<file path="src/rtl/uart_pkg.sv">
// Shared types and source indices for the UART interrupt controller.
package uart_pkg;

    typedef enum logic [1:0] {
        IDLE    = 2'd0,
        ASSERT  = 2'd1,
        HOLDOFF = 2'd2
    } irq_state_e;

    localparam int unsigned IRQ_TX_EMPTY   = 0;
    localparam int unsigned IRQ_TX_FULL    = 1;
    localparam int unsigned IRQ_RX_VALID   = 2;
    localparam int unsigned IRQ_RX_OVERRUN = 3;

endpackage

</file>
<file path="src/rtl/uart_irq_ctrl_if.sv">
// Status/config inputs and irq/id/ack handshake of the UART interrupt controller.
interface uart_irq_ctrl_if #(
    parameter int unsigned N_SRC = 4
);
    localparam int unsigned ID_W = $clog2(N_SRC);

    logic [N_SRC-1:0] status_in;
    logic [N_SRC-1:0] edge_mode;
    logic [N_SRC-1:0] irq_mask;
    logic             irq_ack;
    logic             irq;
    logic [ID_W-1:0]  irq_id;
    logic [N_SRC-1:0] pending;

    modport master (
        output status_in, edge_mode, irq_mask, irq_ack,
        input  irq, irq_id, pending
    );

    modport slave (
        input  status_in, edge_mode, irq_mask, irq_ack,
        output irq, irq_id, pending
    );

endinterface

</file>
<file path="src/rtl/uart_irq_ctrl_prio_enc.sv">
// Combinational lowest-index-first priority encoder with an any-valid flag.
module irq_prio_enc #(
    parameter int unsigned N    = 4,
    parameter int unsigned ID_W = $clog2(N)
) (
    input  logic [N-1:0]    req,
    output logic [ID_W-1:0] id,
    output logic            valid
);

    always_comb begin
        id    = '0;
        valid = |req;
        // Scan high to low so the lowest set index is the last one written.
        for (int i = N - 1; i >= 0; i--) begin
            if (req[i]) begin
                id = ID_W'(i);
            end
        end
    end

endmodule

</file>
<file path="src/rtl/uart_irq_ctrl.sv">
// UART interrupt controller: edge/level capture, masking, fixed priority and
// a single irq line with id/ack handshake and post-ack holdoff.
module uart_irq_ctrl
    import uart_pkg::*;
#(
    parameter int unsigned N_SRC          = 4,
    parameter int unsigned HOLDOFF_CYCLES = 2
) (
    input logic            clk,
    input logic            rst_n,
    uart_irq_ctrl_if.slave bus
);

    localparam int unsigned ID_W = $clog2(N_SRC);

    irq_state_e       state_q, state_d;
    logic [ID_W-1:0]  irq_id_q, irq_id_d;
    logic [N_SRC-1:0] pending_q, pending_d;
    logic [N_SRC-1:0] status_prev_q;
    logic [7:0]       hold_cnt_q, hold_cnt_d;
    logic             irq_q;

    logic [N_SRC-1:0] rise;
    logic [N_SRC-1:0] req;
    logic [N_SRC-1:0] clr;
    logic [ID_W-1:0]  top_id;
    logic             req_valid;
    logic             ack_acc;

    irq_prio_enc #(
        .N    (N_SRC),
        .ID_W (ID_W)
    ) u_prio_enc (
        .req   (req),
        .id    (top_id),
        .valid (req_valid)
    );

    always_comb begin
        rise    = bus.status_in & ~status_prev_q;
        req     = pending_q & bus.irq_mask;
        ack_acc = bus.irq_ack && (state_q == ASSERT);
        clr     = '0;
        if (ack_acc) begin
            clr[irq_id_q] = 1'b1;
        end
        // Edge sources: rise wins over a same-cycle ack clear. Level sources track the flag.
        pending_d = (bus.edge_mode & ((pending_q & ~clr) | rise))
                  | (~bus.edge_mode & bus.status_in);
    end

    always_comb begin
        state_d    = state_q;
        irq_id_d   = irq_id_q;
        hold_cnt_d = hold_cnt_q;
        case (state_q)
            IDLE: begin
                if (req_valid) begin
                    state_d  = ASSERT;
                    irq_id_d = top_id;
                end
            end
            ASSERT: begin
                if (bus.irq_ack) begin
                    hold_cnt_d = 8'(HOLDOFF_CYCLES);
                    state_d    = (HOLDOFF_CYCLES == 0) ? IDLE : HOLDOFF;
                end else if (!bus.irq_mask[irq_id_q]) begin
                    state_d = IDLE;
                end
            end
            HOLDOFF: begin
                if (hold_cnt_q <= 8'd1) begin
                    hold_cnt_d = '0;
                    state_d    = IDLE;
                end else begin
                    hold_cnt_d = hold_cnt_q - 8'd1;
                end
            end
            default: begin
                state_d = IDLE;
            end
        endcase
    end

    always_ff @(posedge clk or negedge rst_n) begin
        if (!rst_n) begin
            state_q       <= IDLE;
            irq_id_q      <= '0;
            pending_q     <= '0;
            status_prev_q <= '0;
            hold_cnt_q    <= '0;
            irq_q         <= 1'b0;
        end else begin
            state_q       <= state_d;
            irq_id_q      <= irq_id_d;
            pending_q     <= pending_d;
            status_prev_q <= bus.status_in;
            hold_cnt_q    <= hold_cnt_d;
            irq_q         <= (state_d == ASSERT);
        end
    end

    assign bus.irq     = irq_q;
    assign bus.irq_id  = irq_id_q;
    assign bus.pending = pending_q;

`ifndef SYNTHESIS
    if (N_SRC < 2) begin : g_bad_n_src
        $error("uart_irq_ctrl: N_SRC must be at least 2");
    end
    if (HOLDOFF_CYCLES > 255) begin : g_bad_holdoff
        $error("uart_irq_ctrl: HOLDOFF_CYCLES must not exceed 255");
    end

    a_id_stable: assert property (@(posedge clk) disable iff (!rst_n)
        (irq_q && $past(irq_q)) |-> (irq_id_q == $past(irq_id_q)));
`endif

endmodule

</file>
<file path="src/flat_wrapper.sv">
// flat-port wrapper written by rule: the top's interface ports become plain ports
module uart_irq_ctrl_flat import uart_pkg::*;
#(
    parameter int unsigned N_SRC          = 4,
    parameter int unsigned HOLDOFF_CYCLES = 2
)
  (clk, rst_n, bus_status_in, bus_edge_mode, bus_irq_mask, bus_irq_ack, bus_irq, bus_irq_id, bus_pending);
  uart_irq_ctrl_if #(.N_SRC(N_SRC)) bus_i ();
  input logic clk;
  input logic rst_n;
  input wire logic [$bits(bus_i.status_in)-1:0] bus_status_in;
  input wire logic [$bits(bus_i.edge_mode)-1:0] bus_edge_mode;
  input wire logic [$bits(bus_i.irq_mask)-1:0] bus_irq_mask;
  input wire logic [$bits(bus_i.irq_ack)-1:0] bus_irq_ack;
  output wire logic [$bits(bus_i.irq)-1:0] bus_irq;
  output wire logic [$bits(bus_i.irq_id)-1:0] bus_irq_id;
  output wire logic [$bits(bus_i.pending)-1:0] bus_pending;
  assign bus_i.status_in = bus_status_in;
  assign bus_i.edge_mode = bus_edge_mode;
  assign bus_i.irq_mask = bus_irq_mask;
  assign bus_i.irq_ack = bus_irq_ack;
  assign bus_irq = bus_i.irq;
  assign bus_irq_id = bus_i.irq_id;
  assign bus_pending = bus_i.pending;
  uart_irq_ctrl #(.N_SRC(N_SRC), .HOLDOFF_CYCLES(HOLDOFF_CYCLES)) u_core (.clk(clk), .rst_n(rst_n), .bus(bus_i));
endmodule
</file>
<file path="config.mk">
export PLATFORM = sky130hd
export DESIGN_NAME = uart_irq_ctrl_flat
export DESIGN_NICKNAME = d
export VERILOG_FILES = /design/src/rtl/uart_pkg.sv /design/src/rtl/uart_irq_ctrl_if.sv /design/src/rtl/uart_irq_ctrl_prio_enc.sv /design/src/rtl/uart_irq_ctrl.sv /design/src/flat_wrapper.sv
export SDC_FILE = /design/constraint.sdc
export NUM_CORES = 1
export LEC_CHECK = 0
export ABC_AREA = 1
export BUFFER_PORTS_ARGS = -buffer_cell sky130_fd_sc_hd__clkbuf_2
export CAP_MARGIN = 20
export CELL_PAD_IN_SITES_DETAIL_PLACEMENT = 1
export CELL_PAD_IN_SITES_GLOBAL_PLACEMENT = 2
export CORE_ASPECT_RATIO = 1.4
export CORE_MARGIN = 5
export CORE_UTILIZATION = 31
export DETAILED_ROUTE_END_ITERATION = 8
export PLACE_DENSITY = 0.8
export SYNTH_ARGS = -nofsm -noshare
export SYNTH_HDL_FRONTEND = slang
export SYNTH_SLANG_ARGS = --single-unit
</file>
<file path="constraint.sdc">
create_clock -name clk -period 1.8 [get_ports clk]
set_clock_uncertainty 0.05 [all_clocks]
set_input_delay 0.36 -clock clk [delete_from_list [all_inputs] [get_ports clk]]
set_output_delay 0.36 -clock clk [all_outputs]
set_load 0.02 [all_outputs]
</file>
== After elaboration in Yosys (flattened, before gate mapping) ==
Cells that the tools add are included.

* Bits in registers: 21
* Input bits: 15
* Output and inout bits: 7
* Logic and storage cells: 48

* $add $sub $neg: 1
* $lt $le $gt $ge: 3
* Equality and inequality tests: 4
* Muxes and demuxes: 17
* Bitwise operators: 10
* Reductions and logical operators: 7

{| class="wikitable"
|+ Operators with widths
! operator !! number
|-
| bitwise AND 4 bit || 5
|-
| two-way mux 2 bit || 8
|-
| two-way mux 8 bit || 2
|-
| one-hot mux 8 bit (2 select lines) || 1
|-
| inverter 4 bit || 3
|-
| less-or-equal comparator 8 x 1 -> 1 bit (second input constant) || 1
|-
| bitwise OR 4 bit || 2
|-
| subtractor 8 x 1 -> 8 bit (second input constant) || 1
|-
| one-hot mux 2 bit (3 select lines) || 1
|-
| == test 2 x 1 -> 1 bit (second input constant) || 2
|-
| two-way mux 4 bit || 1
|-
| AND reduction 2 bit || 2
|-
| OR reduction 4 bit || 1
|-
| < comparator 2 x 3 -> 1 bit (second input constant) || 1
|-
| binary-select mux 1 bit (select 2 bit) || 1
|-
| demux 1 bit (select 2 bit) || 1
|-
| == test 2 bit (second input constant) || 1
|-
| greater-or-equal comparator 2 x 1 -> 1 bit (second input constant) || 1
|-
| logical AND 1 bit || 2
|-
| logical NOT 2 bit || 1
|-
| two-way mux 1 bit || 2
|-
| inequality test 2 bit (second input constant) || 1
|-
| nonzero test 2 bit || 1
|}

== Logic depth before layout (Yosys ltp) ==
Gate-level depths: netlist (run 1).

* Depth in word-level cells: 10
* Mapped depth: 9
* Mapped depth without buffers: 9

== By module ==
From an unflattened synthesis (run 1), not the netlist that was laid out.

* Cell total of the unflattened synthesis: 140
* Area, all modules: 1084.8 um2

{| class="wikitable"
|+ Modules (own cells, without submodules)
! module !! instances !! cells an instance !! area an instance (um2) !! sequential area each (um2)
|-
| uart_irq_ctrl || 1 || 131 || 1038.5 || 525.5
|-
| irq_prio_enc || 1 || 9 || 46.3 || 0.0
|}

== Worst setup path before layout (run 1) ==
Ideal clock, no wire load.

* Path kind: register to register
* From: register u_core.hold_cnt_q[0]
* To: register u_core.hold_cnt_q[7]
* Setup time: 0.113 ns
* Data arrival time: 1.170 ns
* Data required time: 1.637 ns
* Slack: 0.467 ns
* Stages on the path, launching flop included: 10
* Buffers on the path: 0
* Clock period less this slack: 1.333 ns
* Cells stage by stage: dfrtp_1 -> inv_1 -> ha_1 -> nor2_2 -> nor2_2 -> nand2_2 -> nand2_4 -> nand2_4 -> nand2_2 -> nor2_2

* Word-level cells in the longest chain between the ends: 3
* Elaborated cells between the ends (all ways): 4
* Classes of those cells: 1 x add/sub; 1 x order compare; 2 x mux

{| class="wikitable"
|+ RTL lines
! item !! line !! RTL
|-
| start, declared || uart_irq_ctrl.sv:20 || <nowiki>logic [7:0] hold_cnt_q, hold_cnt_d;</nowiki>
|-
| start signal, assigned || uart_irq_ctrl.sv:98 || <nowiki>hold_cnt_q <= hold_cnt_d;</nowiki>
|-
| subtractor 8 x 1 -> 8 bit or less-or-equal comparator 8 x 1 -> 1 bit (tied branches) || uart_irq_ctrl.sv:76, uart_irq_ctrl.sv:72 ||
|-
| two-way mux 8 bit * || uart_irq_ctrl.sv:72 || <nowiki>if (hold_cnt_q <= 8'd1) begin</nowiki>
|-
| one-hot mux 8 bit (2 select lines) * || uart_irq_ctrl.sv:56 || <nowiki>case (state_q)</nowiki>
|}

Every way passes the cells marked *; elsewhere a longest branch is shown, timed or not.
A chain may end at the register's enable or synchronous reset.

== Final worst setup path (run 1) ==
* From: register u_core.hold_cnt_q[0]
* To: register u_core.hold_cnt_q[5]

Same word-level chain as after synthesis.

==> metrics, run 1 <==
status=finished, final reports clean; RSZ-0062 raised after global routing=no; cell family with most CP delay=simple AND/OR/NAND/NOR gates; top-area cell type share of the netlist area=approximately half; area grow syn2layout=18.3%; EDFF count, synth=0; Die Height=80.2 microns; Peak Freq=0.692 GHz; final hold viol count=0; total iterations of the first detailed-routing run=5; Initial Util=32.3%; CTS max path bufs=2; post-CTS setup buffer count=0; met2 usage=22.8%; Setup TNS Final=0 ns; GRT Total Usage=between 10% and 20%; initial antenna violation count=0; CP Launch Type=register; Syn Inst Count=131; CTS root buf=clkbuf_8; DRT iter0 DRCs=17; CP most frequent cell=nor2_2; busiest grt layer=met2; met3 usage=~2.6%; Core ar.=3380 sq um; register area share after synthesis=about 48%; Overflow after GRT=0; CTS tree=done; synth top area cells=dfrtp_1 (48%), nand2_1 (12%), inv_1 (5.2%); Req. time, crit path=about 1.9 ns; Distinct cells, synth=21; area leader, netlist=dfrtp_1; Tcrit/Tclk final=80.3%; vias per inst=4.79; vias in the first global route=1,018; IO Port Bufs=21; r2r endpoint=u_core.hold_cnt_q[5]; Final #Nets=174; Max IR drop VDD=0.378 mV; number of buffers and inverters on the critical path=1; clk_lat worst skew=around 0.26 ns; Worst Path Class, Setup=register to register; routed via count=939; GPL Wtd Cong=0.800; diodes inserted=0; I/O pin cnt=22; M1 GR Usage=13.9%; CTS hold repair buffers=0; CP Capture Type=register; first-pass GRT wire length=4.54 mm; final core occ=38.2%; hold crit path type=input port to asynchronous set/reset pin; Reg-to-Reg Start=u_core.hold_cnt_q[0]; Ys Warns=0; drt drc=0; CP Cell Sequence=inv_1, ha_1, nor2_2, nor2_2, nand2_2, nand2_4, nand2_4, nand2_2, nor2_2; Max-slew headroom=63.9%; cell at the slowest stage of the critical path=dfrtp_1; Syn Area/Cell=8.33 sq um; Worst R2R Path Depth=9; die width=about 60 microns; WL/cell=13.3 microns; crit-path max FO=5; reg2reg setup slack=0.36 ns; fin. max-slew vios=0; Primary FF master, synth=dfrtp_1; Detail Route Antenna Nets=0; Power Density=680 nW/um^2; Cell Rows=25; ys async rst share=100%; clock sinks=21; H-tree Lvls=1; Worst-path clk slew=~0.080 ns; Seq cells post-synth=21; WP data arrival=1.54 ns; Pleak=roughly 0.00066 uW; Max Cap Viol=0; largest net degree at the start of global routing=22; Die Area=4820 sq um; Worst Max-Slew Pin Slew=0.541 ns; Placement Cell Area=1250 sq um; post-route minimum period=1.44 ns; Final setup violation count=0; placed wire-length estimate=2.14 mm; layout cells sized above 1=27.6%; CTS resizes=0; Routed WL=~2.6 mm; mapped cell area=1090 sq um; Num CTS Buffers=3; Final Cell Area=roughly 1300 sq um; syn nets=~150; CP max stage delay=a little over 0.4 ns
## cell usage in the layout (no fill, tap or decap), types with 2 or more instances in the layout
| master | instances |
|---|---|
| nor2_2 | 5 |
| nand2_2 | 6 |
| dfrtp_1 | 21 |
| o21ai_0 | 5 |
| nand3_1 | 8 |
| nor2_1 | 7 |
| o21ai_1 | 2 |
| ha_1 | 2 |
| inv_1 | 15 |
| nor3_1 | 5 |
| inv_2 | 3 |
| a22oi_1 | 2 |
| o22ai_1 | 2 |
| nand2_4 | 3 |
| nand2_1 | 35 |
| clkbuf_2 | 21 |
| xor2_1 | 2 |
| clkbuf_8 | 3 |
| nand4_1 | 4 |
## worst max path at each step
stage | from | end | slack, ns | cells after the start
finish | u_core.hold_cnt_q[0] | u_core.hold_cnt_q[5] | 0.36 | 9
floorplan | u_core.hold_cnt_q[0] | u_core.hold_cnt_q[7] | 0.47 | 9
detailed placement | u_core.hold_cnt_q[0] | u_core.hold_cnt_q[5] | 0.35 | 9
global route | u_core.hold_cnt_q[1] | u_core.hold_cnt_q[5] | 0.24 | 9
CTS | u_core.hold_cnt_q[0] | u_core.hold_cnt_q[5] | 0.34 | 9
global placement | u_core.hold_cnt_q[0] | u_core.hold_cnt_q[7] | 0.41 | 9
## flip-flops by register name, indices dropped and copies added, names as in the netlist
name / cells
u_core.status_prev_q: 4
u_core.bus.pending: 4
u_core.bus.irq_id: 2
u_core.state_q: 2
u_core.bus.irq: 1
u_core.hold_cnt_q: 8
## Yosys cell counts (2+ instances only)
library cell and number:
dfrtp_1 21, nor3_1 5, nor2_2 5, nand2_1 35, nand4_1 4, inv_1 15
nand3_1 8, nand2_2 6, o22ai_1 2, o21ai_1 2, inv_2 3, ha_1 2
a22oi_1 2, nand2_4 3, xor2_1 2, o21ai_0 5, nor2_1 7
## worst register-to-register path, stage by stage (launching register included)
cell     delay, ns
dfrtp_1       0.41
inv_1         0.09
ha_1          0.26
nor2_2        0.07
nor2_2        0.11
nand2_2       0.09
nand2_4       0.10
nand2_4       0.07
nand2_2       0.06
nor2_2        0.03
## through the flow
step / hold slack [ns] / cells / worst slack, ns / total power [uW]
2_1_floorplan: 0.0144 / 131 / 0.467 / 530
3_3_place_gp: 0.320 / 192 / 0.411 / 573
3_5_place_dp: 0.332 / 192 / 0.348 / 576
4_1_cts: 0.0487 / 196 / 0.338 / 887
5_1_grt: 0.0650 / 196 / 0.237 / 923
6_report: 0.0160 / 196 / 0.355 / 878
## routing by layer
| metal | up-vias | share of wire [%] |
|---|---|---|
| li1 | 467 | - |
| met1 | 453 | 40 |
| met2 | 17 | 55 |
| met3 | 2 | 4.6 |
| met4 | 0 | 0.54 |
| met5 | - | 0 |
## final cells by class
class / instances / area, sq um
Clock buffer: 4 / 45.0
Fill cell: 433 / 2090
Inverter: 18 / 67.6
Multi-Input combinational cell: 92 / 498
Sequential cell: 21 / 526
Tap cell: 40 / 50.0
Timing Repair Buffer: 21 / 105
## report_power, final
group | internal [uW] | switching [uW]
registers | 484 | 9.14
clock network | 158 | 158
logic | 25.8 | 44.3
total | 667 | 211
## cell families (layout without fill, tap and decap cells)
logic type	Yosys count	count (layout)	share of synthesized area (%)
and+or+nand+nor	75	75	34.7
DFF	21	21	48.2
buffers and inverters	18	43	6.19
AOI/OAI and AO/OA	12	12	6.19
xor gates and xnor gates	3	3	2.41
adders and majority gates	2	2	2.29
No activity file was read; power rests on OpenSTA's default activity.
==> run 2: changes to the inputs <==
==> constraint.sdc (replaced) <==
create_clock -name clk -period 1.4 [get_ports clk]
set_clock_uncertainty 0.05 [all_clocks]
set_input_delay 0.28 -clock clk [delete_from_list [all_inputs] [get_ports clk]]
set_output_delay 0.28 -clock clk [all_outputs]
set_load 0.02 [all_outputs]
==> metrics, run 2 (same netlist as run 1, synthesis figures left out) <==
status=finished, final reports clean; CP Launch Type=register; die width=60.1 microns (unchanged); Max-slew headroom=63.6% (-0.27 points); Worst-path clk slew=0.07 ns (about the same); largest net degree at the start of global routing=22 (unchanged); HP Start=bus_status_in[2]; CP Capture Type=register; WL/cell=13.1 microns (-1.2%); max FFs per register=8 (unchanged); Reg-to-Reg Start=u_core.hold_cnt_q[0]; area grow syn2layout=23.2%; Num CTS Buffers=3 (unchanged); Max Cap Viol=0 (unchanged); Top reg by flops=u_core.hold_cnt_q; RSZ-0062 raised after global routing=no; fin. max-slew vios=0 (unchanged); Power Density=826 nW/um^2 (+21%); final hold viol count=0 (unchanged); CTS root buf=clkbuf_8; clk_lat worst skew=0.25 ns (about the same); routed via count=965 (+2.8%); Initial Util=32.3% (unchanged); DP Worst Slack=-0.0170 ns (-0.365 ns); IO Port Bufs=21 (unchanged); GPL Wtd Cong=0.786 (-1.8%); placed wire-length estimate=2.14 mm (-0.22%); GRT Total Usage=12.6% (+0.34 points); Fill cells=418 (-3.5%); Cell Rows=25 (unchanged); Setup WS post-layout=0.0800 ns (-0.275 ns); Worst R2R Path Depth=9 (unchanged); total placed cells including tap cells=193 (+0.52%); Final setup violation count=0 (unchanged); Routed WL=2.63 mm (+1.3%); I/O pin cnt=22 (unchanged); CP Cell Sequence=inv_2, ha_4, nor2_2, nor2_2, nand2_2, nand2_4, nand2_4, nand2_2, nor2_2; cell at the slowest stage of the critical path=dfrtp_1; Core ar.=3380 sq um (unchanged); Tcrit/Tclk final=94.3% (+14 points); Peak Freq=0.758 GHz (+9.4%); Die Height=80.2 microns (unchanged); Setup TNS Final=0 ns (unchanged); initial antenna violation count=0 (unchanged); diodes inserted=0 (unchanged); Pleak=0.000682 uW (+3.8%); Max IR drop VDD=0.510 mV (+35%); Overflow after GRT=0 (unchanged); Final #Nets=179 (+2.9%); final cell count without fillers=201 (+2.6%); CTS tree=done; hold crit path type=input port to register; CP max stage delay=0.41 ns (about the same); post-route minimum period=1.32 ns (-0.125 ns); DRT iter0 DRCs=21 (+4); Die Area=4820 sq um (unchanged); drt drc=0 (unchanged); WP data arrival=1.42 ns (-0.12 ns); Worst Path Class, Setup=register to register; vias per inst=4.80 (+0.21%); commonest non-fill, non-tap cell in the layout=nand2_1; first-pass GRT wire length=4.69 mm (+3.2%); Placement Cell Area=1250 sq um (+0.60%); Worst Hold End=u_core.status_prev_q[2]; crit-path max FO=5 (unchanged); vias in the first global route=1,075 (+5.6%); r2r endpoint=u_core.hold_cnt_q[7]; clock sinks=21 (unchanged); H-tree Lvls=1 (unchanged); commonest cells after routing, fill and taps aside=nand2_1 (35), clkbuf_2 (21), dfrtp_1 (21); worst hold path stage count=1; CTS max path bufs=2 (unchanged); Detail Route Antenna Nets=0 (unchanged); Req. time, crit path=1.50 ns (-0.40 ns); Final Cell Area=1340 sq um (+4.1%); total iterations of the first detailed-routing run=2 (-3); layout cells sized above 1=31.1% (+3.5 points); reg2reg setup slack=0.08 ns (-0.28 ns); Worst Max-Slew Pin Slew=0.545 ns (+0.00412 ns); CP most frequent cell=nor2_2
run 2: metrics by stage:
step	hold slack [ns]	total power [uW]	utilization, %
final	0.0930	1110	39.8
after global routing	0.0785	1180	39.8
after CTS	0.0831	1140	39.0
after detailed placement	0.242	740	37.1
after global placement	0.232	736	37.1
after floorplan	-0.0656	681	-
run 2: worst max path at each step:
| stage | start | depth (start not counted) | end | slack [ns] |
|---|---|---|---|---|
| floorplan | u_core.hold_cnt_q[0] | 9 | u_core.hold_cnt_q[7] | 0.07 |
| CTS | u_core.hold_cnt_q[0] | 9 | u_core.hold_cnt_q[7] | 0.008 |
| finish | u_core.hold_cnt_q[0] | 9 | u_core.hold_cnt_q[7] | 0.08 |
| global placement | u_core.hold_cnt_q[0] | 9 | u_core.hold_cnt_q[7] | 0.08 |
| detailed placement | u_core.hold_cnt_q[0] | 9 | u_core.hold_cnt_q[7] | -0.02 |
| global route | u_core.hold_cnt_q[0] | 9 | u_core.hold_cnt_q[5] | 0.001 |
run 2: layout make-up:
cell class	instances	area, sq um	area share, %
Timing Repair Buffer	26	145	10.8
Clock buffer	4	45.0	3.35
Sequential cell	21	526	39.1
Multi-Input combinational cell	92	510	38.0
Inverter	18	67.6	5.03
Tap cell	40	50.0	3.72
run 2: worst max-delay path: cells and delay by family, from the launching register on:
| family | cells | cell delay [ns] |
|---|---|---|
| flops | 1 | 0.41 |
| simple gates | 7 | 0.51 |
| buf+inv | 1 | 0.10 |
| fa+ha+maj | 1 | 0.15 |
run 2: where the power goes:
| part | leakage [uW] | internal (uW) | total, uW | switching, uW |
|---|---|---|---|---|
| clock network | 0.0000228 | 202 | 383 | 181 |
| logic | 0.000421 | 35.0 | 92.6 | 57.7 |
| registers | 0.000239 | 623 | 634 | 11.6 |
run 2: routing by layer:
metal	routed length, microns	global-route usage [%]	vias to the layer above
met2	1470	22.7	17
met5	0	0	-
met4	14	3.33	0
met1	1040	14.7	468
met3	106	2.57	2
li1	-	-	478
run 2: timing repair:
item / in CTS / in global routing
endpoints found under the setup margin: 3 / 3
endpoints found under the hold margin: 21 / 0
hold buffers: 1 / 0
buffers inserted: 1 / 2
gates resized for setup: 1 / 3
pin swaps: 0 / 1
